File: src/rtl/fifo_arb_pkg.sv
// Shared types and constants for the FIFO write arbiter and its round-robin picker.
package fifo_arb_pkg;

  typedef enum logic {
    IDLE = 1'b0,
    XFER = 1'b1
  } arb_state_e;

  localparam int CNT_W         = 8;
  localparam int DEF_MAX_BURST = 8;
  localparam int DEF_IDLE_TMO  = 15;

  // Index width for n items, never below 1 so a 1-bit id always exists.
  function automatic int clog2(input int n);
    int r;
    r = 0;
    for (int i = 0; i < 31; i++) begin
      if ((1 << i) < n) r = i + 1;
    end
    return (r < 1) ? 1 : r;
  endfunction

endpackage

File: src/rtl/rr_pick.sv
// Circular priority encoder: first set request at or after i_ptr, wrapping.
// Purely combinational.
module rr_pick #(
  parameter int N  = 4,
  parameter int IW = 2
) (
  input  logic [N-1:0]  i_req,
  input  logic [IW-1:0] i_ptr,
  output logic [IW-1:0] o_sel,
  output logic          o_any
);

  int w_idx;

  // Walk from the farthest candidate back toward i_ptr so the nearest hit wins.
  always_comb begin
    o_sel = '0;
    o_any = 1'b0;
    w_idx = 0;
    for (int k = N - 1; k >= 0; k--) begin
      w_idx = int'(i_ptr) + k;
      if (w_idx >= N) w_idx = w_idx - N;
      if (i_req[w_idx[IW-1:0]]) begin
        o_sel = w_idx[IW-1:0];
        o_any = 1'b1;
      end
    end
  end

endmodule

File: src/rtl/fifo_wr_arb.sv
// Round-robin burst arbiter onto one FIFO write port: grant 1 cycle after valid, 1 bubble between grants.
// FIFO full drops the granted ready and holds the grant; burst cap and idle timeout force release.
module fifo_wr_arb
  import fifo_arb_pkg::*;
#(
  parameter int NUM_REQ   = 4,
  parameter int DAT_WIDTH = 32,
  parameter int MAX_BURST = DEF_MAX_BURST,
  parameter int IDLE_TMO  = DEF_IDLE_TMO,
  parameter int IDW       = clog2(NUM_REQ)
) (
  input  logic                           clk,
  input  logic                           reset_n,
  input  logic [NUM_REQ-1:0]             req_valid,
  input  logic [NUM_REQ-1:0]             req_last,
  input  logic [NUM_REQ*DAT_WIDTH-1:0]   req_data,
  output logic [NUM_REQ-1:0]             req_ready,
  output logic                           fifo_wr_op,
  output logic [DAT_WIDTH-1:0]           fifo_wr_data,
  input  logic                           fifo_full,
  output logic                           grant_vld,
  output logic [IDW-1:0]                 grant_id,
  output logic                           burst_trunc,
  output logic                           tmo_rel
);

  localparam logic [CNT_W-1:0] BEAT_LAST = CNT_W'(MAX_BURST - 1);
  localparam logic [CNT_W-1:0] IDLE_LAST = CNT_W'(IDLE_TMO - 1);

  arb_state_e        r_state, w_state_nxt;
  logic [IDW-1:0]    r_rr_ptr, r_grant_id;
  logic [CNT_W-1:0]  r_beat_cnt, r_idle_cnt;
  logic              r_burst_trunc, r_tmo_rel;

  logic [IDW-1:0]    w_sel, w_ptr_nxt;
  logic              w_any, w_ready_g, w_beat, w_idle, w_trunc, w_tmo;
  logic [NUM_REQ-1:0] w_ready_vec;
  logic [DAT_WIDTH-1:0] w_req_dat [NUM_REQ];

  for (genvar g = 0; g < NUM_REQ; g++) begin : g_slice
    assign w_req_dat[g] = req_data[g*DAT_WIDTH +: DAT_WIDTH];
  end

  rr_pick #(.N(NUM_REQ), .IW(IDW)) u_pick (
    .i_req (req_valid),
    .i_ptr (r_rr_ptr),
    .o_sel (w_sel),
    .o_any (w_any)
  );

  assign w_ptr_nxt = (w_sel == IDW'(NUM_REQ - 1)) ? '0 : w_sel + IDW'(1);
  assign w_ready_g = (r_state == XFER) & ~fifo_full;
  assign w_beat    = w_ready_g & req_valid[r_grant_id];
  // Stalled-by-full cycles are neither beats nor idle.
  assign w_idle    = (r_state == XFER) & ~fifo_full & ~req_valid[r_grant_id];

  always_comb begin
    w_ready_vec = '0;
    if (w_ready_g) w_ready_vec[r_grant_id] = 1'b1;
  end

  assign req_ready    = w_ready_vec;
  assign fifo_wr_op   = w_beat;
  assign fifo_wr_data = (r_state == XFER) ? w_req_dat[r_grant_id] : '0;
  assign grant_vld    = (r_state == XFER);
  assign grant_id     = r_grant_id;
  assign burst_trunc  = r_burst_trunc;
  assign tmo_rel      = r_tmo_rel;

  // Release priority: last beat, then burst cap, then idle timeout.
  always_comb begin
    w_state_nxt = r_state;
    w_trunc     = 1'b0;
    w_tmo       = 1'b0;
    case (r_state)
      IDLE: if (w_any) w_state_nxt = XFER;
      XFER: begin
        if (w_beat && req_last[r_grant_id]) begin
          w_state_nxt = IDLE;
        end else if (w_beat && (r_beat_cnt == BEAT_LAST)) begin
          w_state_nxt = IDLE;
          w_trunc     = 1'b1;
        end else if (w_idle && (r_idle_cnt == IDLE_LAST)) begin
          w_state_nxt = IDLE;
          w_tmo       = 1'b1;
        end
      end
      default: w_state_nxt = IDLE;
    endcase
  end

  always_ff @(posedge clk or negedge reset_n) begin
    if (!reset_n) begin
      r_state       <= IDLE;
      r_rr_ptr      <= '0;
      r_grant_id    <= '0;
      r_beat_cnt    <= '0;
      r_idle_cnt    <= '0;
      r_burst_trunc <= 1'b0;
      r_tmo_rel     <= 1'b0;
    end else begin
      r_state       <= w_state_nxt;
      r_burst_trunc <= w_trunc;
      r_tmo_rel     <= w_tmo;
      if (r_state == IDLE) begin
        if (w_any) begin
          r_grant_id <= w_sel;
          r_rr_ptr   <= w_ptr_nxt;
          r_beat_cnt <= '0;
          r_idle_cnt <= '0;
        end
      end else if (w_beat) begin
        r_beat_cnt <= r_beat_cnt + CNT_W'(1);
        r_idle_cnt <= '0;
      end else if (w_idle) begin
        r_idle_cnt <= r_idle_cnt + CNT_W'(1);
      end
    end
  end

endmodule

File: config.mk
export PLATFORM = sky130hd
export DESIGN_NAME = fifo_wr_arb
export DESIGN_NICKNAME = d
export VERILOG_FILES = /design/src/rtl/fifo_arb_pkg.sv /design/src/rtl/rr_pick.sv /design/src/rtl/fifo_wr_arb.sv
export SDC_FILE = /design/constraint.sdc
export NUM_CORES = 1
export LEC_CHECK = 0
export ABC_CLOCK_PERIOD_IN_PS = 3700
export CORE_ASPECT_RATIO = 1.1
export CORE_MARGIN = 8
export CORE_UTILIZATION = 36
export CTS_BUF_LIST = sky130_fd_sc_hd__clkbuf_16
export CTS_CLUSTER_DIAMETER = 30
export DETAILED_ROUTE_END_ITERATION = 7
export GPL_TIMING_DRIVEN = 0
export PLACE_DENSITY = 0.95
export SLEW_MARGIN = 30
export SYNTH_ARGS = -nofsm -noshare
export SYNTH_HDL_FRONTEND = slang
export SYNTH_SLANG_ARGS = --single-unit
File: constraint.sdc
create_clock -name clk -period 3.7 [get_ports clk]
set_clock_uncertainty 0.15 [all_clocks]
set_input_delay 0.555 -clock clk [delete_from_list [all_inputs] [get_ports clk]]
set_output_delay 0.555 -clock clk [all_outputs]
set_load 0.01 [all_outputs]
After elaboration in Yosys (flattened, before gate mapping)
Index checks and enable logic that the tools add are counted.
- flip-flop bits (word level): 23
- input bits: 139
- output and inout bits: 42
- add/sub/neg operators: 10
- magnitude comparators: 11
- equality and inequality tests: 5
- multiplexer cells: 50
- bitwise gates (word level): 7
- reduce and logical (&&, ||, !) cells: 8
- operators by type and width (kind ; number):
    $mux W32 ; 3
    $bmux W32 S2 ; 1
    $mux W8 ; 6
    $mux W1 ; 22
    $mux W2 ; 9
    $add A8 B1 Y8 const B ; 2
    $lt A2 B3 Y1 const B ; 5
    $bmux W1 S2 ; 6
    $ge A3 B3 Y1 const B ; 4
    $eq A8 B3 Y1 const B ; 1
    $eq A8 B4 Y1 const B ; 1
    $sub A2 B1 Y2 const B ; 4
    $add A2 B2 Y3 const B ; 2
    $reduce_and A2 Y1 ; 3
    $logic_and A1 B1 Y1 ; 4
    $mux W4 ; 1
    $add A2 B1 Y3 const B ; 1
    $and A1 B1 Y1 ; 3
    $ge A2 B3 Y1 const B ; 1
    $ne A3 B1 Y1 const B ; 1
    $not A1 Y1 ; 3
    $not A2 Y3 ; 1
    $add A2 B1 Y2 const B ; 1
    $demux W1 S2 ; 1
    other kinds (5) ; 5

Depth between registers and ports, before layout
- word-level depth: 11
- mapped depth: 6
- depth with buffers taken out: 6

Modules after synthesis
A second synthesis with hierarchy kept.
- cell total of the unflattened synthesis: 215
- area total of the unflattened synthesis: 2290.9 um^2
- by module, submodules not included (module ; times used ; cells each ; area an instance (um^2) ; sequential area each (um^2)):
    fifo_wr_arb ; 1 ; 202 ; 2213.4 ; 575.6
    rr_pick ; 1 ; 13 ; 77.6 ; 0.0

Least setup slack after synthesis
Ideal clock, no wire load.
- path type: flip-flop to output port
- from: register r_grant_id[0] (netlist: grant_id[0])
- to: output fifo_wr_data[10]
- data arrival time: 1.770 ns
- setup slack: 1.225 ns
- cell stages (with the launch flop): 5
- buffers on the path: 2
- cells stage by stage: dfrtp_1 -> buf_2 -> buf_2 -> mux4_2 -> and2_1
- longest elaborated chain between the ends: 5
- RTL lines (element ; line ; text):
    start, declared ; fifo_wr_arb.sv:31 ; logic [IDW-1:0] r_rr_ptr, r_grant_id;
    start signal, assigned ; fifo_wr_arb.sv:107 ; r_grant_id <= w_sel;
    $not A2 Y3 (implied by the code) ; fifo_wr_arb.sv:64 ; assign fifo_wr_data = (r_state == XFER) ? w_req_dat[r_grant_id] : '0;
    $bmux W32 S2 ; fifo_wr_arb.sv:64 ;
    $mux W32 (implied by the code) (2 in series) ; fifo_wr_arb.sv:64 ;
    $mux W32 ; fifo_wr_arb.sv:64 ;
    end, declared ; fifo_wr_arb.sv:19 ; output logic [DAT_WIDTH-1:0] fifo_wr_data,
Every way passes these cells. The select of a mux whose other input is x is not followed.

Worst setup path in the final report
- from: register r_grant_id[1] (netlist: grant_id[1])
- to: output fifo_wr_data[18]
Same word-level chain as after synthesis.

==> results.tsv <==
metric	value	unit
synth_simple_gate_area_share	23.4	%
cp_max_fo	10	
cts.sinks	23	
die_h	99.0	microns
required	2.99	ns
maxCapViolCount	0	
path_clk_slew	0.06	ns
fin_area	4230	sq um
clock_latency	0.26	ns
setup_viol_count_final	0	
start_util	36.8	%
p_clk_share	9.5	%
area_delta_synth_final	87.7	%
wirelength	10100	microns
layout_common_cells	179 x clkdlybuf4s50_1, 34 x mux4_2, 34 x and2_1	
tns	0	ns
seq_power_share	15.1	%
r2r_cells	5	
switching_share	37.8	%
stdcell_count	473	
yosys.area.top_type	mux4_2	
rrSetupSlack	1.64	ns
grt_pass1_vias	2658	
synth_fp_nets	352	
placed_area	4150	sq um
cts_resized	0	
dp_hpwl	8830	microns
leakage	1.66	nW
crit_end	fifo_wr_data[18]	
rr_endpoint	grant_vld$_DFF_PN0_	
vias_per_cell	5.38	
drive_above_1_share	12.2	%
slew_headroom	60.9	%
crit_type	reg2out	
fin_crit_sh	92.4	%
vias	2546	
muxShareOfSynthArea	36.3	%
pwr_density_cell	574	nW/um^2
dieArea	9050	sq um
period_needed	3.42	ns
synth_compound_gate_area_share	7.94	%
ys_ff_latch	23	
slew_viol_final	0	
seq_area_frac_synth	25.5	%
firstDrtPassIters	4	
fp.dieW	91.4	microns
cts_max_level	1	
drt_iter0_markers	110	
synth_top_family_by_area	multiplexers	
final_common_cell	clkdlybuf4s50_1	
critPathLaunch	grant_id[1]$_DFFE_PN0P_	
io_pins	181	
core.rowCount	30	
syn_inst	209	
power_frac_comb	75.4	%
root_buffer	clkbuf_16	
r2r_start	grant_id[0]$_DFFE_PN0P_	
clockBufferDepth	2	
rsz0062_at_grt	no	
antenna_found_initial	0	
crit_path_end_kind	primary output	
tightestPinTransition	0.586	ns
fillers	430	
port_buffers	180	
yosys_warnings	0	
startpoint_type	register	
power.total	2.43	mW
fmax	292	MHz
synth_area	2250	sq um
grt_pass1_wl	15300	microns
grt_overflow_total	0	
cts_hold_buf	0	
synthDistinctLibCells	37	
wl_per_cell	21.4	microns
synthAdderAreaFrac	2.22	%
synth_edf_count	0	
grtUsageTotal	21.7	%
ir_worst_vdd	0.310	mV
p_sw	0.919	mW
cts_setup_buffers	0	
antenna_left	0	
synth_top_area_share	34.0	%
post-place-cells	469	
synth-xor-area-share	1.17	%
num_antenna_cells	0	
design.core.area	6120	sq um
hold_path_class	in2async	
p_int	1.51	mW
drc	0	
fin_nets	537	
hold_viol	0	
async_flop_share	100	%
cts_tree	yes	
avgSynthCellArea	10.8	sq um
worstPathArrival	2.72	ns
synth_ff_type	dfrtp_1	
gp_congestion	0.973	
synthTopCellsByArea	mux4_2 34%, dfrtp_1 26%, and2_1 9.4%	
grt_max_degree	24	
cts_buffers	3	
status	finished, final reports clean	
-- worst min path at each step --
stage,cells past startpoint,from,slack (ns),to
after floorplan,0,reset_n,0.11,burst_trunc$_DFF_PN0_
after global placement,1,r_beat_cnt[7]$_DFFE_PN0P_,0.33,r_beat_cnt[7]$_DFFE_PN0P_
after detailed placement,1,r_idle_cnt[7]$_DFFE_PN0P_,0.34,tmo_rel$_DFF_PN0_
after CTS,1,reset_n,0.13,r_idle_cnt[6]$_DFFE_PN0P_
after global routing,1,reset_n,0.16,r_beat_cnt[2]$_DFFE_PN0P_
final,1,reset_n,0.12,r_beat_cnt[3]$_DFFE_PN0P_
-- worst max-delay path: stages, from the launching register on --
cell and delay (ns):
dfrtp_1 0.43, buf_1 0.44, clkbuf_1 0.49, mux4_2 0.41, and2_1 0.17, clkdlybuf4s50_1 0.51
-- layout make-up --
type,count,area (sq um),share of cell area (%)
repair buffers,180,1800,42.5
multi-input cells,167,1600,37.9
flip-flops and latches,23,576,13.6
well taps,80,100,2.37
clock buffers,3,75.1,1.77
plain buffers,14,57.6,1.36
inverters,5,18.8,0.444
clock inverters,1,5.00,0.118
-- registers in the layout, summed over array words and instances, names as in the netlist --
| signal | cells |
|---|---|
| r_beat_cnt | 8 |
| r_idle_cnt | 8 |
| grant_id | 2 |
| r_rr_ptr | 2 |
| burst_trunc | 1 |
| grant_vld | 1 |
| tmo_rel | 1 |
-- cells by family (layout without fill, tap and decap cells) --
family / after synthesis / after routing
simple gates: 94 / 94
compound gates: 27 / 27
buf+inv: 19 / 203
xor+xnor: 3 / 3
flops: 23 / 23
mux: 39 / 39
fa+ha+maj: 4 / 4
-- Yosys cell counts, drive strengths merged, types with 2 or more instances --
master,count
clkbuf,9
nand4,3
mux4,34
mux2i,3
a31oi,5
mux2,2
and3,6
o21ai,3
nor2,11
nor3b,2
nand3,3
ha,4
xor2,3
nand2,20
o31ai,4
dfrtp,23
nor3,3
buf,5
a21oi,5
and2,34
nand2b,6
inv,5
o211ai,2
a211oi,2
-- power groups by stage --
stage	Sequential [mW]	Combinational, mW	Clock, mW
after global routing	0.375	1.96	0.243
after floorplan	0.361	1.00	0
after global placement	0.368	1.79	0
final	0.367	1.83	0.231
after detailed placement	0.370	1.84	0
after CTS	0.366	1.85	0.233
-- through the flow --
step	hold WS [ns]	utilization (%)	setup slack (ns)
2_1_floorplan	0.109	-	1.23
4_1_cts	0.132	69.1	0.255
3_5_place_dp	0.339	67.8	0.522
3_3_place_gp	0.328	67.9	0.538
6_report	0.115	69.1	0.280
5_1_grt	0.157	69.1	0.163
-- metal layers --
layer  global-route usage, %  vias to the layer above  wire length [microns]
met4                    3.15                        0                     77
li1                        -                     1163                      -
met2                    41.0                      135                   5500
met3                    4.11                        6                    787
met5                       0                        -                      0
met1                    24.7                     1242                   3760
Power figures use the tool's default switching activity.
